File: config.mk
export PLATFORM = sky130hd
export DESIGN_NAME = memory_access_stage
export DESIGN_NICKNAME = d
export VERILOG_FILES = /design/src/rtl/memory_access_stage.sv
export SDC_FILE = /design/constraint.sdc
export NUM_CORES = 1
export LEC_CHECK = 0
export CAP_MARGIN = 15
export CORE_MARGIN = 1.5
export CORE_UTILIZATION = 43
export CTS_CLUSTER_SIZE = 10
export DETAILED_ROUTE_END_ITERATION = 16
export PLACE_DENSITY = 0.87
export RECOVER_POWER = 25
export SLEW_MARGIN = 20
export SYNTH_ARGS = -nofsm -noshare
export SYNTH_HDL_FRONTEND = slang
export SYNTH_SLANG_ARGS = --single-unit
File: constraint.sdc
create_clock -name i_clk -period 2.41 [get_ports i_clk]
set_input_delay 0.6025 -clock i_clk [delete_from_list [all_inputs] [get_ports i_clk]]
set_output_delay 0.6025 -clock i_clk [all_outputs]
set_load 0.03 [all_outputs]
File: src/rtl/memory_access_stage.sv
// MEM-stage data-memory access unit: turns load/store control into a registered
// req/ready bus transaction, stalls the pipeline until completion and returns load data.
module memory_access_stage #(
  parameter int DATA_WIDTH = 32,
  parameter int TIMEOUT    = 16
) (
  input  logic                  i_clk,
  input  logic                  i_reset,
  input  logic                  i_valid_M,
  input  logic                  i_MemToReg_M,
  input  logic                  i_MemWrite_M,
  input  logic                  i_Byte_M,
  input  logic [DATA_WIDTH-1:0] i_ALUResult_M,
  input  logic [DATA_WIDTH-1:0] i_WriteData_M,
  output logic                  o_mem_req,
  output logic                  o_mem_we,
  output logic [DATA_WIDTH-1:0] o_mem_addr,
  output logic [3:0]            o_mem_be,
  output logic [DATA_WIDTH-1:0] o_mem_wdata,
  input  logic                  i_mem_ready,
  input  logic [DATA_WIDTH-1:0] i_mem_rdata,
  output logic [DATA_WIDTH-1:0] o_ReadData_M,
  output logic                  o_stall_M,
  output logic                  o_fault_M
);

  localparam int CNT_W = (TIMEOUT > 1) ? $clog2(TIMEOUT) : 1;

  typedef enum logic [1:0] {IDLE, BUSY, DONE} state_t;

  state_t                  state_q, state_d;
  logic                    req_q, req_d;
  logic                    we_q, we_d;
  logic [DATA_WIDTH-1:0]   addr_q, addr_d;
  logic [3:0]              be_q, be_d;
  logic [DATA_WIDTH-1:0]   wdata_q, wdata_d;
  logic [DATA_WIDTH-1:0]   rdata_q, rdata_d;
  logic                    fault_q, fault_d;
  logic [CNT_W-1:0]        cnt_q, cnt_d;
  logic                    isLoad_q, isLoad_d;
  logic                    isByte_q, isByte_d;
  logic [1:0]              off_q, off_d;

  logic                    access;
  logic                    misaligned;
  logic                    stall;
  logic                    misFault;
  logic [DATA_WIDTH-1:0]   laneShift;

  assign access     = i_valid_M & (i_MemToReg_M | i_MemWrite_M);
  assign misaligned = access & ~i_Byte_M & (i_ALUResult_M[1:0] != 2'b00);
  assign laneShift  = i_mem_rdata >> {off_q, 3'b000};

  always_comb begin
    state_d  = state_q;
    req_d    = req_q;
    we_d     = we_q;
    addr_d   = addr_q;
    be_d     = be_q;
    wdata_d  = wdata_q;
    rdata_d  = rdata_q;
    fault_d  = 1'b0;
    cnt_d    = cnt_q;
    isLoad_d = isLoad_q;
    isByte_d = isByte_q;
    off_d    = off_q;
    stall    = 1'b0;
    misFault = 1'b0;

    case (state_q)
      IDLE: begin
        if (misaligned) begin
          misFault = 1'b1;
          rdata_d  = '0;
        end else if (access) begin
          stall    = 1'b1;
          state_d  = BUSY;
          req_d    = 1'b1;
          we_d     = i_MemWrite_M;
          addr_d   = {i_ALUResult_M[DATA_WIDTH-1:2], 2'b00};
          be_d     = i_Byte_M ? (4'b0001 << i_ALUResult_M[1:0]) : 4'b1111;
          wdata_d  = i_Byte_M ? {(DATA_WIDTH/8){i_WriteData_M[7:0]}} : i_WriteData_M;
          cnt_d    = '0;
          // A simultaneous store suppresses the load so no read data is captured
          isLoad_d = i_MemToReg_M & ~i_MemWrite_M;
          isByte_d = i_Byte_M;
          off_d    = i_ALUResult_M[1:0];
        end
      end
      BUSY: begin
        stall = 1'b1;
        cnt_d = cnt_q + CNT_W'(1);
        if (i_mem_ready) begin
          req_d   = 1'b0;
          state_d = DONE;
          if (isLoad_q) begin
            rdata_d = isByte_q ? {{(DATA_WIDTH-8){1'b0}}, laneShift[7:0]} : i_mem_rdata;
          end
        end else if (cnt_q == CNT_W'(TIMEOUT-1)) begin
          req_d   = 1'b0;
          rdata_d = '0;
          fault_d = 1'b1;
          state_d = DONE;
        end
      end
      DONE: begin
        state_d = IDLE;
      end
      default: begin
        state_d = IDLE;
      end
    endcase
  end

  always_ff @(posedge i_clk or negedge i_reset) begin
    if (!i_reset) begin
      state_q  <= IDLE;
      req_q    <= 1'b0;
      we_q     <= 1'b0;
      addr_q   <= '0;
      be_q     <= '0;
      wdata_q  <= '0;
      rdata_q  <= '0;
      fault_q  <= 1'b0;
      cnt_q    <= '0;
      isLoad_q <= 1'b0;
      isByte_q <= 1'b0;
      off_q    <= 2'b00;
    end else begin
      state_q  <= state_d;
      req_q    <= req_d;
      we_q     <= we_d;
      addr_q   <= addr_d;
      be_q     <= be_d;
      wdata_q  <= wdata_d;
      rdata_q  <= rdata_d;
      fault_q  <= fault_d;
      cnt_q    <= cnt_d;
      isLoad_q <= isLoad_d;
      isByte_q <= isByte_d;
      off_q    <= off_d;
    end
  end

  // Combinational outputs are gated so nothing stalls or faults while reset is held
  assign o_stall_M    = stall & i_reset;
  assign o_fault_M    = (fault_q | misFault) & i_reset;
  assign o_mem_req    = req_q;
  assign o_mem_we     = we_q;
  assign o_mem_addr   = addr_q;
  assign o_mem_be     = be_q;
  assign o_mem_wdata  = wdata_q;
  assign o_ReadData_M = rdata_q;

endmodule

## Yosys cells after proc, flatten, opt, wreduce, memory -nomap -nowiden

Index checks and enable logic that the tools add are counted.

| word-level totals | value |
|---|---|
| register bits | 111 |
| bits of input ports | 103 |
| output and inout bits | 104 |
| logic and storage cells | 70 |

| operators by class | value |
|---|---|
| $add $sub $neg | 1 |
| equality and inequality tests | 7 |
| shifts and indexed selects | 2 |
| mux-type cells | 29 |
| bitwise operators | 11 |
| reduce and logical (&&, ||, !) cells | 8 |

Operators by type and width:

| kind | number |
|---|---|
| 2-to-1 mux 32 bit | 6 |
| one-hot mux 32 bit (2 select lines) | 1 |
| right shift 32 x 5 -> 8 bit | 1 |
| 2-to-1 mux 4 bit | 3 |
| 2-to-1 mux 1 bit | 11 |
| AND reduction 3 bit | 3 |
| 2-to-1 mux 2 bit | 4 |
| one-hot mux 4 bit (2 select lines) | 1 |
| AND reduction 4 bit | 2 |
| bitwise AND 1 bit | 6 |
| inequality test 2 bit (second input constant) | 3 |
| inequality test 3 bit (second input constant) | 2 |
| adder 4 x 1 -> 4 bit (second input constant) | 1 |
| equality test 4 bit (second input constant) | 1 |
| one-hot mux 1 bit (2 select lines) | 2 |
| one-hot mux 2 bit (2 select lines) | 1 |
| nonzero test 2 bit | 2 |
| << shifter 1 x 2 -> 4 bit (first input constant) | 1 |
| inverter 1 bit | 3 |
| equality test 2 x 1 -> 1 bit (second input constant) | 1 |
| zero test 2 bit | 1 |
| OR 1 bit | 2 |

## Depth between registers and ports, before layout

Gate-level depths: netlist (run 1).

| depth | value |
|---|---|
| word-level depth | 8 |
| gate-level depth with buffers | 7 |
| depth with buffers taken out | 5 |

## Least setup slack after synthesis (run 1)

Ideal clock, no wire load.

| path | value |
|---|---|
| path kind | input-to-output |
| start point | input i_ALUResult_M[1] |
| end point | output o_stall_M |
| arrival time | 1.989 ns |
| required time | 1.808 ns |
| path slack | -0.182 ns |
| stages | 5 |
| path buffers | 1 |
| path through | nor2_1 -> o211ai_2 -> buf_2 -> and2b_1 -> nor3b_1 |

| between the ends | value |
|---|---|
| cells in the longest elaborated chain, start to end | 5 |

RTL lines:

| what | line | source |
|---|---|---|
| from (decl) | 13 | `input logic [DATA_WIDTH-1:0] i_ALUResult_M,` |
| nonzero test 2 bit | 51 | `assign misaligned = access & ~i_Byte_M & (i_ALUResult_M[1:0] != 2'b00);` |
| bitwise AND 1 bit | 51 |  |
| 2-to-1 mux 1 bit | 72 | `if (misaligned) begin` |
| one-hot mux 1 bit (2 select lines) | 70 | `case (state_q)` |
| bitwise AND 1 bit | 146 | `assign o_stall_M = stall & i_reset;` |
| to (decl) | 23 | `output logic o_stall_M,` |

Every way passes these cells.

## Worst setup path after layout (run 1)

| path | value |
|---|---|
| start point | input i_MemWrite_M |
| end point | output o_stall_M |

| between the ends | value |
|---|---|
| cells in the longest elaborated chain, start to end | 7 |
| elaborated cells between the ends (all ways) | 8 |
| classes of those cells | 3 x mux; 5 x bitwise |

RTL lines:

| what | line | source |
|---|---|---|
| from (decl) | 11 | `input logic i_MemWrite_M,` |
| OR 1 bit * | 50 | `assign access = i_valid_M & (i_MemToReg_M \| i_MemWrite_M);` |
| bitwise AND 1 bit * | 50 |  |
| bitwise AND 1 bit (2 in series) | 51 |  |
| 2-to-1 mux 1 bit * | 72 |  |
| one-hot mux 1 bit (2 select lines) * | 70 |  |
| bitwise AND 1 bit * | 146 |  |

Mark *: on every way between the ends. The rest lies on a longest branch, timed or not.

==> results of run 1 <==
## path summary, 6_finish.rpt
kind,endpoint,cells after the start
hold / removal,o_mem_be[1],1
hold reg to reg,o_mem_be[1],1
min in group asynchronous,state_q[0],2
setup / recovery,o_stall_M,7
max in group asynchronous,o_ReadData_M[4],2
setup reg to reg,o_ReadData_M[15],5
## power by group
part	total, mW	internal, mW	switching (mW)
Combinational	3.90	1.75	2.15
Clock	1.39	0.747	0.642
Sequential	2.96	2.51	0.449
## cells in the mapped netlist
cell / number / area share
dfrtp_1: 111 / 0.57
clkbuf_1: 7 / 0.0054
buf_4: 2 / 0.0031
or3_4: 1 / 0.0023
nor2b_1: 1 / 0.0013
nand2b_2: 1 / 0.0018
a21oi_1: 6 / 0.0061
nor3b_1: 5 / 0.0077
buf_2: 10 / 0.010
nand3b_1: 1 / 0.0015
mux2i_1: 50 / 0.10
o21ai_0: 36 / 0.037
a311oi_1: 6 / 0.011
o2bb2ai_1: 6 / 0.011
mux2_2: 44 / 0.10
and2b_1: 1 / 0.0015
o221ai_1: 2 / 0.0036
nor3_1: 4 / 0.0041
ha_1: 1 / 0.0026
nand3_1: 3 / 0.0031
conb_1: 1 / 0.00076
and3_1: 1 / 0.0013
a21o_1: 4 / 0.0061
o21a_1: 1 / 0.0015
inv_1: 41 / 0.031
a31oi_1: 1 / 0.0013
nor2_1: 6 / 0.0046
nand2b_1: 2 / 0.0026
o211ai_2: 1 / 0.0026
buf_1: 4 / 0.0031
o211a_1: 1 / 0.0020
o211ai_1: 1 / 0.0015
a32o_1: 2 / 0.0041
nand2_1: 53 / 0.041
o22ai_1: 6 / 0.0077
buf_6: 3 / 0.0069
## final cells by class
| class | instances | area, sq um | share of cell area |
|---|---|---|---|
| multi-input combinational | 249 | 1874 | 0.2526 |
| tap | 140 | 175.2 | 0.02361 |
| clock inverter | 1 | 5.005 | 0.0006745 |
| inverter | 41 | 153.9 | 0.02074 |
| sequential | 111 | 2778 | 0.3744 |
| clock buffer | 13 | 260.3 | 0.03508 |
| timing repair buffer | 218 | 2173 | 0.2929 |
## per-layer routing
layer  track usage  vias to the layer above  wire length, um
met3       0.06580                       19             1140
met1        0.2673                     1896             5314
met5             0                        -                0
met2        0.3567                      171             6170
met4        0.1011                        0              274
li1              -                     1853                -
## worst max-delay path, stage by stage
cell and delay (ps):
dlygate4sd2_1 240, o21a_2 180, buf_6 110, o211ai_4 50, and2b_1 170, nor3b_2 240
buf_12 160
## logic make-up after synthesis
logic type / synth area share
other: 0.0007650
and+or+nand+nor: 0.07223
AOI/OAI and AO/OA: 0.09469
DFF: 0.5666
muxes: 0.2032
buffers and inverters: 0.05998
adders and majority gates: 0.002552
## through the flow
| stage | TNS, ps | total power, mW | area [sq um] | std cells | worst slack, ps |
|---|---|---|---|---|---|
| final | 0 | 8.242 | 7420 | 773 | 52.53 |
| after global routing | 0 | 8.661 | 7420 | 773 | 8.346 |
| after CTS | 0 | 8.317 | 7423 | 773 | 3.366 |
| after detailed placement | -12060 | 6.892 | 7144 | 759 | -324.7 |
| after global placement | -6366 | 6.781 | 7144 | 759 | -264.0 |
| after floorplan | 0 | 5.097 | 4911 | 427 | 101.2 |
## cell usage in the layout, fill, tap and decap left out, types with 3 or more instances in the layout
master and instances:
clkdlybuf4s50_1 195, o2bb2ai_1 6, buf_12 4, nand2_1 53, nand3_1 3, dfrtp_1 111
nand2b_1 3, dlygate4sd2_1 5, a311oi_1 6, mux2i_1 50, inv_1 41, nor3_1 3
nor3b_1 3, nor2_1 4, buf_4 9, clkbuf_1 3, o22ai_1 6, o21ai_0 36
mux2_2 44, a21oi_1 6, clkbuf_16 9, a21o_1 4
## registers in the layout, summed over array words and instances (netlist names), 2 cells and up
name	flops
o_mem_be	4
o_ReadData_M	32
cnt_q	4
o_mem_addr	30
o_mem_wdata	32
state_q	2
off_q	2
## what timing repair did
item | 4_1_cts | 5_1_grt
endpoints found under the setup margin | 2 | 2
pin swaps | 3 | 1
resized for setup | 11 | 2
==> results.yml, run 1 <==
floorplan:
  rows: 38
  start_util: 0.4463
  boundaryPins: 207
  die_area_sq_um: 12050
  die-width_um: 109.8
  core-area_sq_um: 10980
  die-height_um: 109.8
grt:
  track_usage: 0.2192
  grt_pass1_wl_mm: 20.04
  grt_overflow: 0
  grt_pass1_vias: 4089
  grt_max_degree: 98
  antenna_found_initial: 0
synth:
  synth_area_sq_um: 4902
  synth_cells: 426
  yosysWarnings: 0
  ys_ff_latch: 111
  synth_area_per_cell_sq_um: 11.51
  synth_cell_types: 36
  yosysSeqAreaShare: 0.5666
routing:
  wl_per_cell_um: 16.69
  vias: 3939
  drcViolationCount: 0
  drt-pass1-iter-count: 6
  drt_first_iter_violations: 192
  viasPerCell: 5.096
  totalWireLength_mm: 12.90
  antenna_left: 0
timing:
  relSlewSlack: -0.1624
  worst_pin_slew_ps: 1744
  final-hold-violation-count: 0
  period_needed_ps: 2357
  holdWs_ps: 478.6
  period_share: 0.9782
  rsz0062_at_grt: "no"
  slew_viol_final: 70
  finalSetupViolCount: 0
  fmax_ghz: 0.4242
  clock_skew_ps: 7.646
setup_path:
  cp_max_fo: 3
  r2r-start: "state_q[1]"
  start_kind: "primary input"
  crit_start: "i_MemWrite_M"
  worstSetupEndpointType: "primary output"
  cp.arrival_ps: 1750
  critPathKind: "primary input to primary output"
  crit_required_ps: 1810
  rrSetupSlack_ps: 460
pwr:
  vdd_drop_max_mv: 0.7115
  power.density_nw_per_um2: 1111
  p_leak_nw: 3.226
place:
  gp_congestion: 0.7993
  hpwl_mm: 9.453
  io_buffers: 204
cells_and_area:
  syn_to_final_growth_pct: 51.35
  fin_nets: 734
  drive_gt1_frac: 0.1295
  fin_util: 0.6756
  final.fill_count: 838
  diodes: 0
clocking:
  cts_tree: "done"
  hold_buffers: 0
  post_cts_buffers: 0
  root_buffer: "clkbuf_16"
  cts_buffers: 9
  clk_pin_slew_ps: 60
  clockBufferDepth: 2
  clock_latency_ps: 350
  h-tree-depth: 3
  numClockSinks: 111
worst_hold_path:
  hp-class: "flop to flop"
  hp-start: "o_mem_be[1]"
run_status:
  violations: "max-capacitance violations, max-slew violations"
  outcome: "finished with violations"
job:
  maxCapViolCount: 1
Note: power is estimated with default switching activity, not from simulation.
==> inputs of run 2 (changes only) <==
RECOVER_POWER = 100   (was 25)
==> run 2 against run 1 <==
Compared with the run above: setup slack worse by 5.4 ps; critical endpoint unchanged; highest routed layer unchanged; sequential power about the same; combinational power down 6.2%; clock skew about the same; sequential share of layout area up 0.13 points; clock power about the same; largest cell class unchanged; clock-buffer cell count unchanged; the flow still finishes with violations (max-capacitance violations, max-slew violations); critical path depth unchanged; global-route usage unchanged; routed wire length down 0.66%.
==> results.yml, run 2 (same netlist as run 1, synthesis figures left out) <==
routing:
  viasPerCell: 5.107
  vias: 3948
  totalWireLength_mm: 12.81
  drcViolationCount: 0
  wl_per_cell_um: 16.58
  drt_first_iter_violations: 221
  antenna_left: 0
  drt-pass1-iter-count: 5
pwr:
  p_leak_nw: 3.369
  power.density_nw_per_um2: 1078
  design_power_total_mw: 7.972
  vdd_drop_max_mv: 0.6845
setup_path:
  cp_max_fo: 3
  worstSetupEndpointType: "primary output"
  reg2reg_depth: 5
  crit_required_ps: 1810
  crit_start: "i_MemWrite_M"
  start_kind: "primary input"
  critPathKind: "primary input to primary output"
  cp.arrival_ps: 1760
  r2r-start: "state_q[1]"
timing:
  final-hold-violation-count: 0
  fmax_ghz: 0.4232
  period_needed_ps: 2363
  relSlewSlack: -0.1555
  final.setup.tns_ps: 0
  rsz0062_at_grt: "no"
  clock_skew_ps: 7.909
  worst_pin_slew_ps: 1733
  holdWs_ps: 476.1
  period_share: 0.9804
  slew_viol_final: 70
  finalSetupViolCount: 0
clocking:
  cts_buffers: 9
  cts_tree: "done"
  clock_latency_ps: 350
  clk_pin_slew_ps: 60
  clockBufferDepth: 2
  hold_buffers: 0
  root_buffer: "clkbuf_16"
  post_cts_buffers: 0
  numClockSinks: 111
  h-tree-depth: 3
cells_and_area:
  fin_util: 0.6733
  syn_to_final_growth_pct: 50.84
  diodes: 0
  layout_common_cells: "111 x dfrtp_1, 100 x dlygate4sd3_1, 95 x clkdlybuf4s50_1, 53 x nand2_1, 50 x mux2i_1"
  final_common_cell: "dfrtp_1"
  fin_nets: 734
  drive_gt1_frac: 0.1232
grt:
  grt_max_degree: 98
  grt_overflow: 0
  grt_pass1_wl_mm: 20.04
  grt_pass1_vias: 4089
  antenna_found_initial: 0
  track_usage: 0.2192
floorplan:
  boundaryPins: 207
  rows: 38
  start_util: 0.4463
  die-width_um: 109.8
  die_area_sq_um: 12050
  core-area_sq_um: 10980
  die-height_um: 109.8
worst_hold_path:
  hp-class: "flop to flop"
  hold-path-cell-count: 2
  hp-start: "o_mem_wdata[16]"
place:
  gp_congestion: 0.7993
  io_buffers: 204
  hpwl_mm: 9.453
run_status:
  violations: "max-capacitance violations, max-slew violations"
  outcome: "finished with violations"
job:
  maxCapViolCount: 1
-- run 2: cell types whose count changed in the layout (fill, tap and decap cells not counted), sizes merged --
cell           before  now
dlygate4sd3         0  100
buf                15   12
clkbuf             16   19
clkdlybuf4s50     195   95
-- run 2: per-layer routing --
metal  vias to the layer above  GRT usage  part of all wire
met3                        19    0.06580             0.088
met4                         0     0.1011             0.024
met2                       165     0.3567              0.48
met1                      1906     0.2673              0.40
met5                         -          0                 0
li1                       1858          -                 -
-- run 2: final cells by class --
class	instances	area, sq um
fill	844	3588
sequential	111	2778
timing repair buffer	218	2153
multi-input combinational	249	1869
clock buffer	13	260.3
tap	140	175.2
inverter	41	153.9
clock inverter	1	5.005
-- run 2: timing repair --
item / CTS / global route
gates cloned: 0 / 0
setup endpoints to repair: 2 / 2
endpoints found under the hold margin: 0 / 0
pin swaps: 3 / 1
resized for setup: 11 / 2
-- run 2: path summary, 6_finish.rpt --
check	end	slack [ps]
min	o_mem_wdata[16]	480
min reg2reg	o_mem_wdata[16]	480
max in group asynchronous	o_ReadData_M[4]	460
max	o_stall_M	50
max reg2reg	o_ReadData_M[1]	230
min in group asynchronous	state_q[1]	630
-- run 2: stage by stage --
| step | cell area (sq um) | instances | worst slack (ps) |
|---|---|---|---|
| floorplan | 4911 | 427 | 101.2 |
| global placement | 7144 | 759 | -264.0 |
| detailed placement | 7144 | 759 | -324.7 |
| CTS | 7423 | 773 | 3.366 |
| global route | 7395 | 773 | 8.765 |
| finish | 7395 | 773 | 47.16 |
-- run 2: power by group --
group	internal, mW	switching [mW]
registers	2.51	0.421
logic	1.51	2.15
clock network	0.747	0.643
-- run 2: critical path, cell delays in order --
cell and delay [ps]:
dlygate4sd2_1 240, o21a_2 180, buf_6 110, o211ai_4 50, and2b_1 160, nor3b_2 240, buf_12 160
